`src/rtl/pipeline_hazard_ctrl_pkg.sv`:
```
// -----------------------------------------------------------------------------
// hazard_pkg
// Shared definitions for the 5-stage pipeline hazard controller:
//   - FSM state encodings (ST_RUN, ST_LOAD_STALL, ST_HOLD)
//   - EX operand forwarding selects (FWD_NONE, FWD_WB, FWD_MEM)
//   - the hard-wired zero register number
//   - fwd_sel(): forwarding source priority for one EX operand
// -----------------------------------------------------------------------------
package hazard_pkg;

   typedef enum logic [1:0] {
      ST_RUN        = 2'd0,
      ST_LOAD_STALL = 2'd1,
      ST_HOLD       = 2'd2
   } state_t;

   localparam logic [1:0] FWD_NONE = 2'b00;
   localparam logic [1:0] FWD_WB   = 2'b01;
   localparam logic [1:0] FWD_MEM  = 2'b10;

   localparam logic [4:0] REG_ZERO = 5'd0;

   // MEM wins over WB because it holds the younger result for the same register.
   // Register zero is never forwarded: writes to it are discarded.
   function automatic logic [1:0] fwd_sel(
      input logic [4:0] src,
      input logic       mem_regwrite,
      input logic [4:0] mem_writereg,
      input logic       wb_regwrite,
      input logic [4:0] wb_writereg
   );
      logic [1:0] sel;
      if (mem_regwrite && (mem_writereg != REG_ZERO) && (mem_writereg == src)) begin
         sel = FWD_MEM;
      end else if (wb_regwrite && (wb_writereg != REG_ZERO) && (wb_writereg == src)) begin
         sel = FWD_WB;
      end else begin
         sel = FWD_NONE;
      end
      return sel;
   endfunction

endpackage

```
`src/rtl/pipeline_hazard_ctrl_fwd.sv`:
```
// -----------------------------------------------------------------------------
// forwarding_unit
// Purely combinational EX-stage operand forwarding select.
// Ports:
//   EX_rs, EX_rt                 in  source registers of the EX instruction
//   MEM_RegWrite, MEM_WriteReg   in  MEM-stage write-back info
//   WB_RegWrite, WB_WriteReg     in  WB-stage write-back info
//   ForwardA, ForwardB           out operand A (rs) / B (rt) source select
// -----------------------------------------------------------------------------
module forwarding_unit
   import hazard_pkg::*;
(
   input  logic [4:0] EX_rs,
   input  logic [4:0] EX_rt,
   input  logic       MEM_RegWrite,
   input  logic [4:0] MEM_WriteReg,
   input  logic       WB_RegWrite,
   input  logic [4:0] WB_WriteReg,
   output logic [1:0] ForwardA,
   output logic [1:0] ForwardB
);

   assign ForwardA = fwd_sel(EX_rs, MEM_RegWrite, MEM_WriteReg, WB_RegWrite, WB_WriteReg);
   assign ForwardB = fwd_sel(EX_rt, MEM_RegWrite, MEM_WriteReg, WB_RegWrite, WB_WriteReg);

endmodule

```
`src/rtl/pipeline_hazard_ctrl.sv`:
```
// -----------------------------------------------------------------------------
// pipeline_hazard_ctrl
// Hazard and sequencing controller for a 5-stage MIPS pipeline.
// Ports:
//   clk, reset (async, active-low)
//   hold_req                       in  external freeze request
//   ID_rs, ID_rt, ID_uses_rt       in  ID instruction sources
//   ID_jump                        in  jump decoded in ID
//   EX_rs, EX_rt                   in  EX instruction sources
//   EX_MemRead, EX_WriteReg        in  EX load info
//   MEM_RegWrite, MEM_WriteReg     in  MEM write-back info
//   MEM_branch_taken               in  branch resolved taken in MEM
//   WB_RegWrite, WB_WriteReg       in  WB write-back info
//   *_enable                       out PC / pipeline register enables
//   *_flush                        out synchronous clears of pipeline registers
//   ForwardA, ForwardB             out EX operand forwarding selects
//   stall_cycles, flush_events     out saturating performance counters
//   state                          out current FSM state (debug)
// Enables, flushes and forwarding are combinational; state and counters are
// registered.
// -----------------------------------------------------------------------------
module pipeline_hazard_ctrl
   import hazard_pkg::*;
#(
   parameter int CNT_WIDTH = 16
) (
   input  logic                 clk,
   input  logic                 reset,
   input  logic                 hold_req,
   input  logic [4:0]           ID_rs,
   input  logic [4:0]           ID_rt,
   input  logic                 ID_uses_rt,
   input  logic                 ID_jump,
   input  logic [4:0]           EX_rs,
   input  logic [4:0]           EX_rt,
   input  logic                 EX_MemRead,
   input  logic [4:0]           EX_WriteReg,
   input  logic                 MEM_RegWrite,
   input  logic [4:0]           MEM_WriteReg,
   input  logic                 MEM_branch_taken,
   input  logic                 WB_RegWrite,
   input  logic [4:0]           WB_WriteReg,
   output logic                 PC_enable,
   output logic                 IF_ID_enable,
   output logic                 ID_EX_enable,
   output logic                 EX_MEM_enable,
   output logic                 MEM_WB_enable,
   output logic                 IF_ID_flush,
   output logic                 ID_EX_flush,
   output logic                 EX_MEM_flush,
   output logic [1:0]           ForwardA,
   output logic [1:0]           ForwardB,
   output logic [CNT_WIDTH-1:0] stall_cycles,
   output logic [CNT_WIDTH-1:0] flush_events,
   output logic [1:0]           state
);

   localparam logic [CNT_WIDTH-1:0] CNT_MAX = {CNT_WIDTH{1'b1}};
   localparam logic [CNT_WIDTH-1:0] CNT_ONE = {{(CNT_WIDTH-1){1'b0}}, 1'b1};
   localparam logic [CNT_WIDTH-1:0] CNT_ZERO = {CNT_WIDTH{1'b0}};

   state_t                r_state;
   state_t                w_next_state;
   logic [CNT_WIDTH-1:0]  r_stall_cycles;
   logic [CNT_WIDTH-1:0]  r_flush_events;
   logic                  w_lu;
   logic                  w_flush_evt;
   logic                  w_stall_evt;

   forwarding_unit u_fwd (
      .EX_rs        (EX_rs),
      .EX_rt        (EX_rt),
      .MEM_RegWrite (MEM_RegWrite),
      .MEM_WriteReg (MEM_WriteReg),
      .WB_RegWrite  (WB_RegWrite),
      .WB_WriteReg  (WB_WriteReg),
      .ForwardA     (ForwardA),
      .ForwardB     (ForwardB)
   );

   // Load in EX writes a register the ID instruction reads (r0 never counts).
   assign w_lu = EX_MemRead && (EX_WriteReg != REG_ZERO) &&
                 ((EX_WriteReg == ID_rs) || (ID_uses_rt && (EX_WriteReg == ID_rt)));

   // Priority action resolution: hold > branch > load-use > jump > run.
   always_comb begin
      PC_enable     = 1'b1;
      IF_ID_enable  = 1'b1;
      ID_EX_enable  = 1'b1;
      EX_MEM_enable = 1'b1;
      MEM_WB_enable = 1'b1;
      IF_ID_flush   = 1'b0;
      ID_EX_flush   = 1'b0;
      EX_MEM_flush  = 1'b0;
      w_flush_evt   = 1'b0;
      w_next_state  = ST_RUN;
      if (hold_req) begin
         PC_enable     = 1'b0;
         IF_ID_enable  = 1'b0;
         ID_EX_enable  = 1'b0;
         EX_MEM_enable = 1'b0;
         MEM_WB_enable = 1'b0;
         w_next_state  = ST_HOLD;
      end else if (MEM_branch_taken) begin
         IF_ID_flush  = 1'b1;
         ID_EX_flush  = 1'b1;
         EX_MEM_flush = 1'b1;
         w_flush_evt  = 1'b1;
      end else if (w_lu && (r_state != ST_LOAD_STALL)) begin
         // Masked in LOAD_STALL so each hazard yields exactly one bubble;
         // still live in HOLD so a pending hazard is taken on release.
         PC_enable    = 1'b0;
         IF_ID_enable = 1'b0;
         ID_EX_flush  = 1'b1;
         w_next_state = ST_LOAD_STALL;
      end else if (ID_jump) begin
         IF_ID_flush = 1'b1;
         w_flush_evt = 1'b1;
      end else begin
         w_next_state = ST_RUN;
      end
   end

   // Stall cycles are counted by the state the pipeline is sitting in.
   always_comb begin
      w_stall_evt = 1'b0;
      case (r_state)
         ST_LOAD_STALL: w_stall_evt = 1'b1;
         ST_HOLD:       w_stall_evt = 1'b1;
         default:       w_stall_evt = 1'b0;
      endcase
   end

   // FSM state register and saturating performance counters.
   always_ff @(posedge clk or negedge reset) begin
      if (!reset) begin
         r_state        <= ST_RUN;
         r_stall_cycles <= CNT_ZERO;
         r_flush_events <= CNT_ZERO;
      end else begin
         r_state <= w_next_state;
         if (w_stall_evt && (r_stall_cycles != CNT_MAX)) begin
            r_stall_cycles <= r_stall_cycles + CNT_ONE;
         end else begin
            r_stall_cycles <= r_stall_cycles;
         end
         if (w_flush_evt && (r_flush_events != CNT_MAX)) begin
            r_flush_events <= r_flush_events + CNT_ONE;
         end else begin
            r_flush_events <= r_flush_events;
         end
      end
   end

   assign state        = r_state;
   assign stall_cycles = r_stall_cycles;
   assign flush_events = r_flush_events;

endmodule
```
`config.mk`:
```
export PLATFORM = sky130hd
export DESIGN_NAME = pipeline_hazard_ctrl
export DESIGN_NICKNAME = d
export VERILOG_FILES = /design/src/rtl/pipeline_hazard_ctrl_pkg.sv /design/src/rtl/pipeline_hazard_ctrl_fwd.sv /design/src/rtl/pipeline_hazard_ctrl.sv
export SDC_FILE = /design/constraint.sdc
export NUM_CORES = 1
export LEC_CHECK = 0
export ABC_AREA = 1
export CAP_MARGIN = 10
export CORE_MARGIN = 1
export CORE_UTILIZATION = 25
export CTS_BUF_LIST = sky130_fd_sc_hd__clkbuf_8
export CTS_CLUSTER_DIAMETER = 150
export DETAILED_ROUTE_END_ITERATION = 10
export GPL_TIMING_DRIVEN = 0
export PLACE_DENSITY = 0.48
export SYNTH_ARGS = -nofsm -noshare
export SYNTH_HDL_FRONTEND = slang
export SYNTH_SLANG_ARGS = --single-unit
```
`constraint.sdc`:
```
create_clock -name clk -period 2.2 [get_ports clk]
set_input_delay 0.44 -clock clk [delete_from_list [all_inputs] [get_ports clk]]
set_output_delay 0.44 -clock clk [all_outputs]
set_load 0.05 [all_outputs]
```
==> After elaboration in Yosys (flattened, before gate mapping) <==
Cells that the tools add are included.
{ "classes": {"n_addsub": 2, "n_mul": 0, "div_mod_pow": 0, "magnitude_cmp": 0, "eq_ne": 11, "shifts": 0, "n_mux": 21, "n_bitwise": 0, "reduce_logical": 17} }
{ "op_table": {"columns": ["cell", "n"], "rows": [
  ["$add A16 B1 Y16 const B", 2],
  ["$ne A16 B16 Y1 const B", 2],
  ["$eq A5 B5 Y1", 6],
  ["$mux W1", 18],
  ["$reduce_bool A5 Y1", 3],
  ["$logic_and A1 B1 Y1", 12],
  ["$mux W2", 3],
  ["$eq A2 B1 Y1 const B", 1],
  ["$eq A2 B2 Y1 const B", 1],
  ["$ne A2 B1 Y1 const B", 1],
  ["$reduce_or A2 Y1", 1],
  ["$logic_or A1 B1 Y1", 1]
]} }
{ "totals": {"ff_bits": 34, "latchBits": 0, "ram_bits": 0, "rom_bits": 0, "input_bits": 44, "out_inout_bits": 46, "word_cells": 54, "n_memories": 0} }

==> Depth between registers and ports, before layout <==
Gate-level depths: netlist (run 1).
{ "logic_depth": {"depth_word": 9, "mapped_depth": 12, "ltp_nobuf": 11} }

==> Modules after synthesis <==
A second synthesis (run 1) with hierarchy kept.
{ "hier_totals": {"hier_cells": 398, "hier_area_um2": 2712.6} }
{ "modules_own_cells": {"columns": ["module", "n_inst", "cells_per_inst", "area_each_um2", "seq_area_each_um2"], "rows": [
  ["pipeline_hazard_ctrl", 1, 317, 2349.8, 850.8],
  ["forwarding_unit", 1, 81, 362.8, 0.0]
]} }

==> Worst setup path before layout (run 1) <==
OpenSTA, ideal clock, no wires.
{ "synth_path": {"kind": "input-to-output", "from": "input MEM_WriteReg[0]", "to": "output ForwardA[0]", "arrival_ns": 2.367, "required_ns": 1.760, "path_slack_ns": -0.607, "cell_stages": 4, "path_buffers": 0, "path_cell_list": "xnor2_1 -> nand4_1 -> nor3_1 -> nor2_1"} }
{ "synth_between": {"elab_chain_len": 4, "word_cells_on_any_way": 5, "classes_between": "eq/ne (1); mux (1); reduce/logical (3)"} }
{ "synth_lines": {"columns": ["item", "line_no", "text"], "rows": [
  ["start, declared", "pipeline_hazard_ctrl.sv:39", "input logic [4:0] MEM_WriteReg,"],
  ["$reduce_bool A5 Y1", "pipeline_hazard_ctrl_pkg.sv:33", "if (mem_regwrite && (mem_writereg != REG_ZERO) && (mem_writereg == src)) begin"],
  ["$logic_and A1 B1 Y1", "pipeline_hazard_ctrl_pkg.sv:33", null],
  ["$logic_and A1 B1 Y1 (*)", "pipeline_hazard_ctrl_pkg.sv:33", null],
  ["$mux W2 (*)", "pipeline_hazard_ctrl_pkg.sv:33", null],
  ["end, declared", "pipeline_hazard_ctrl.sv:51", "output logic [1:0] ForwardA,"]
]} }
Mark *: on every way between the ends. The rest lies on a longest branch, timed or not.

==> Worst setup path in the final report (run 1) <==
{ "layout_path": {"from": "input MEM_WriteReg[3]", "to": "output ForwardA[1]"} }
Same word-level chain as after synthesis.

==> flow_summary.html, run 1 <==
<table>
<tr><th>Metric</th><th>Value</th></tr>
<tr><th colspan="2">Status</th></tr>
<tr><td>Status</td><td>completed</td></tr>
<tr><th colspan="2">Synth</th></tr>
<tr><td>Area share of and/or/nand/nor cells after synthesis</td><td>36.41%</td></tr>
<tr><td>Syn Std Cell Area</td><td>2464 sq um</td></tr>
<tr><td>Share of flip-flops with an asynchronous set or reset after synthesis</td><td>100.0%</td></tr>
<tr><td>Sequential element share of the synthesized area</td><td>34.54%</td></tr>
<tr><td>Most instantiated flip-flop cell in the synthesis netlist</td><td>dfrtp_1</td></tr>
<tr><td>Share of the synthesized area in the top cell type</td><td>34.54%</td></tr>
<tr><td>Number of distinct library cell variants in the gate-level netlist after synthesis</td><td>26</td></tr>
<tr><td>Number of flops mapped to enable cells by yosys</td><td>0</td></tr>
<tr><td>Top cells by instance count after synthesis</td><td>94 x nand2_1, 46 x inv_1, 34 x dfrtp_1</td></tr>
<tr><td>Cell type with the largest total area after synthesis</td><td>dfrtp_1</td></tr>
<tr><td>Adder and majority cell fraction of the synthesized area</td><td>1.524%</td></tr>
<tr><td>Count leader, synth</td><td>nand2_1</td></tr>
<tr><td>Main combinational cell family by area after synthesis</td><td>simple AND/OR/NAND/NOR gates</td></tr>
<tr><td>Flip-flop and latch count after synthesis</td><td>34</td></tr>
<tr><td>Synthesized-area fraction occupied by ao, oa, aoi and oai cells</td><td>1.574%</td></tr>
<tr><td>Synthesized netlist cell count</td><td>336</td></tr>
<tr><td>Post-synthesis area per instance</td><td>7.332 sq um</td></tr>
<tr><td>Ys Warns</td><td>0</td></tr>
<tr><td>XOR/XNOR Fraction of Synth Area</td><td>16.71%</td></tr>
<tr><td>Top cells by area, synth</td><td>dfrtp_1 35%, nand2_1 14%, xor2_1 10%</td></tr>
<tr><td>Share of synthesized area spent on multiplexers</td><td>0%</td></tr>
<tr><td>Synthesized Nets</td><td>383</td></tr>
<tr><th colspan="2">Layout</th></tr>
<tr><td>Synth-to-layout area growth</td><td>49.72%</td></tr>
<tr><td>Filler Cell Count</td><td>1015</td></tr>
<tr><td>Sequential cell area in the final layout</td><td>853.3 sq um</td></tr>
<tr><td>Fraction of layout cells with a size suffix above 1</td><td>12.59%</td></tr>
<tr><td>Final Net Count</td><td>484</td></tr>
<tr><td>Summed area of non-filler cells in the final layout</td><td>3689 sq um</td></tr>
<tr><td>Number of antenna repair diodes</td><td>0</td></tr>
<tr><td>Multi-input gate area in the final layout</td><td>1458 sq um</td></tr>
<tr><th colspan="2">Route</th></tr>
<tr><td>Detailed Route WL</td><td>7.111 mm</td></tr>
<tr><td>Remaining number of nets flagged by the antenna check after routing</td><td>0</td></tr>
<tr><td>Count of unresolved DRC violations after routing</td><td>0</td></tr>
<tr><td>Number of violations reported at the end of detailed-routing iteration 0</td><td>75</td></tr>
<tr><td>Detailed-route wire length per cell</td><td>12.56 um</td></tr>
<tr><td>Total number of vias</td><td>2489</td></tr>
<tr><td>Vias per Instance</td><td>4.398</td></tr>
<tr><td>Pre-antenna DRT Iters</td><td>4</td></tr>
<tr><th colspan="2">Global routing</th></tr>
<tr><td>Via count of the first global-routing pass</td><td>2400</td></tr>
<tr><td>Number of antenna violations at the first check in global routing</td><td>0</td></tr>
<tr><td>Total gr overflow</td><td>0</td></tr>
<tr><td>Total track usage</td><td>14.53%</td></tr>
<tr><td>Pin count of the biggest net entering global routing</td><td>35</td></tr>
<tr><td>Global-route wire length before repair</td><td>11.66 mm</td></tr>
<tr><th colspan="2">Power and ir drop</th></tr>
<tr><td>Power per unit of standard cell area</td><td>615.9 nW/um^2</td></tr>
<tr><td>Psw</td><td>984.0 uW</td></tr>
<tr><td>Static leakage power</td><td>0.001785 uW</td></tr>
<tr><td>Switching fraction of total power</td><td>43.32%</td></tr>
<tr><td>Share of total power in combinational logic</td><td>43.3%</td></tr>
<tr><td>Internal power of the cells</td><td>1288 uW</td></tr>
<tr><td>Flop pwr share</td><td>36.9%</td></tr>
<tr><td>Largest vdd supply drop</td><td>0.7369 mV</td></tr>
<tr><td>Share of power burned in the clock network</td><td>19.7%</td></tr>
<tr><th colspan="2">STA</th></tr>
<tr><td>Fin Clk Skew</td><td>0.007763 ns</td></tr>
<tr><td>Final hold viol count</td><td>0</td></tr>
<tr><td>Ratio of final minimum period to clock period</td><td>96.90%</td></tr>
<tr><td>Maximum achievable frequency</td><td>0.4691 GHz</td></tr>
<tr><td>Total Neg Setup Slack</td><td>0 ns</td></tr>
<tr><td>Relative max-transition margin</td><td>47.12%</td></tr>
<tr><td>Final slew viol count</td><td>0</td></tr>
<tr><td>Time the final worst path needs with I/O delays and setup</td><td>2.132 ns</td></tr>
<tr><td>Measured slew at the worst slew-check pin</td><td>0.7933 ns</td></tr>
<tr><td>Final setup vio count</td><td>0</td></tr>
<tr><th colspan="2">Floorplanning</th></tr>
<tr><td>Die Width</td><td>101.3 um</td></tr>
<tr><td>Height of the die</td><td>101.3 um</td></tr>
<tr><td>I/O Pins</td><td>90</td></tr>
<tr><td>Effective utilization at floorplan</td><td>26.29%</td></tr>
<tr><td>Total Die Area</td><td>10260 sq um</td></tr>
<tr><td>Cell Rows</td><td>35</td></tr>
<tr><td>Placeable core area</td><td>9371 sq um</td></tr>
<tr><th colspan="2">Clocking</th></tr>
<tr><td>Number of sinks handled by clock tree synthesis</td><td>34</td></tr>
<tr><td>CTS tree</td><td>yes</td></tr>
<tr><td>Number of CTS-inserted buffers</td><td>5</td></tr>
<tr><td>Post-cts hold buffer count</td><td>0</td></tr>
<tr><td>Clock insertion delay at the later pin of the skew report</td><td>0.29 ns</td></tr>
<tr><td>Number of H-tree levels</td><td>2</td></tr>
<tr><td>Clock Tree Root</td><td>clkbuf_8</td></tr>
<tr><td>Maximum count of clock buffers along a single path</td><td>2</td></tr>
<tr><td>Post-CTS clock slew at the launch and capture registers of the worst setup and hold paths</td><td>0.08 ns</td></tr>
<tr><th colspan="2">Setup path</th></tr>
<tr><td>Launch point of the worst reg-to-reg path</td><td>stall_cycles[0]</td></tr>
<tr><td>Critical Path Start Type</td><td>primary input</td></tr>
<tr><td>Delay-heaviest family, CP</td><td>buffers and inverters</td></tr>
<tr><td>Cell chain of the critical path</td><td>dlygate4sd2_1, xnor2_1, nand4_1, nor3_2, buf_4, clkbuf_4</td></tr>
<tr><td>R2r setup slk</td><td>0.27 ns</td></tr>
<tr><td>Type of the worst setup path</td><td>primary input to primary output</td></tr>
<tr><td>Max FO, Critical Path</td><td>3</td></tr>
<tr><td>WP data arrival</td><td>1.69 ns</td></tr>
<tr><td>Number of cells traversed by the worst register-to-register path</td><td>8</td></tr>
<tr><td>Buffers and inverters on the worst path</td><td>3</td></tr>
<tr><td>Slowest stage delay, CP</td><td>0.29 ns</td></tr>
<tr><td>First element of the critical path</td><td>MEM_WriteReg[3]</td></tr>
<tr><td>WP data required</td><td>1.76 ns</td></tr>
<tr><td>Slowest cell on the critical path</td><td>dlygate4sd2_1</td></tr>
<tr><td>Stages on worst setup path</td><td>6</td></tr>
<tr><td>Type of element capturing the critical path</td><td>primary output</td></tr>
<tr><th colspan="2">Placed design</th></tr>
<tr><td>Placed standard-cell area</td><td>3546 sq um</td></tr>
<tr><td>Port Buffers</td><td>89</td></tr>
<tr><td>Placer Congestion</td><td>0.7952</td></tr>
<tr><td>Half-perimeter wire length after placement</td><td>5.530 mm</td></tr>
<tr><th colspan="2">Hold path</th></tr>
<tr><td>Class of the tightest hold or removal check</td><td>primary input to asynchronous set/reset pin</td></tr>
<tr><th colspan="2">Job</th></tr>
<tr><td>Max cap viols</td><td>0</td></tr>
</table>
placed cells by master, fill, tap and decap left out, types with 3 or more instances in the layout:
cell	Yosys	final
buf_2	2	7
buf_4	3	10
buf_6	0	3
clkbuf_8	0	5
clkdlybuf4s15_1	0	6
clkdlybuf4s50_1	0	42
dfrtp_1	34	32
dlygate4sd2_1	0	17
dlymetal6s2s_1	0	10
ha_1	3	3
inv_1	46	44
nand2_1	94	93
nand3_1	20	19
nand4_1	25	25
nor2_1	27	24
nor3_1	15	11
nor3_2	1	4
o21ai_0	4	4
xnor2_1	18	18
xor2_1	29	29
worst paths after layout:
path | endpoint
max | ForwardA[1]
min reg2reg | flush_events[4]
min in group clk | state[1]
min | stall_cycles[9]
max reg2reg | stall_cycles[8]
max in group asynchronous | state[0]
per-stage QoR:
step	total power [uW]	std cells	utilization (%)	hold slack, ns	worst slack (ns)
global placement	1844	554	37.89	0.4970	-1.013
detailed placement	1846	554	37.84	0.4957	-1.005
global route	2402	566	39.36	0.3206	-0.03181
floorplan	1459	336	-	0.1444	0.01968
CTS	2299	564	38.75	0.2697	-0.06015
finish	2272	566	39.36	0.2316	0.06830
timing repair:
item	in CTS	in global routing
gates resized for setup	101	25
setup endpoints to repair	12	13
setup buffers	3	2
endpoints found under the hold margin	0	0
pin swaps	12	11
cells by family (layout without fill, tap and decap cells):
kind of cell / after synthesis / after routing
fa+ha+maj: 3 / 3
compound gates: 7 / 7
buf+inv: 54 / 155
simple gates: 191 / 191
xor+xnor: 47 / 47
flops: 34 / 34
sequential cells by signal (all words and copies together) (netlist names):
register	count
stall_cycles	16
flush_events	16
state	2
routing by layer:
layer  GRT usage (%)  up-vias  part of all wire (%)
met5               0        -                     0
met4           4.013        0                   1.1
met3           2.830        7                   5.2
met2           24.28       68                    46
met1           19.13     1140                    48
li1                -     1274                     -
power groups by stage:
stage	Combinational (uW)	Sequential (uW)	Clock, uW
2_1_floorplan	311	1150	0
3_3_place_gp	992	852	0
3_5_place_dp	999	847	0
4_1_cts	992	839	469
5_1_grt	1060	857	485
6_report	985	839	448
final cells by class:
| class | count | share of cell area [%] |
|---|---|---|
| Buffer | 8 | 1.696 |
| Clock inverter | 2 | 0.2714 |
| Sequential cell | 34 | 23.13 |
| Timing Repair Buffer | 94 | 24.46 |
| Clock buffer | 5 | 1.866 |
| Multi-Input combinational cell | 248 | 39.52 |
| Inverter | 46 | 4.681 |
| Tap cell | 129 | 4.376 |
worst reg2reg max path, delay by kind of cell (launching register included):
family / cells / cell delay (ns)
xor+xnor: 1 / 0.16
fa+ha+maj: 1 / 0.23
simple gates: 6 / 1.02
flops: 1 / 0.42
(Power assumes the default switching activity.)
==> run 2, diff against run 1 <==
--- a/config.mk
+++ b/config.mk
@@ -6,7 +6,6 @@
 export NUM_CORES = 1
 export LEC_CHECK = 0
 export ABC_AREA = 1
-export CAP_MARGIN = 10
 export CORE_MARGIN = 1
 export CORE_UTILIZATION = 25
 export CTS_BUF_LIST = sky130_fd_sc_hd__clkbuf_8
==> results of run 2 <==
The final DEF is identical to that of run 1; final timing and power are the same.
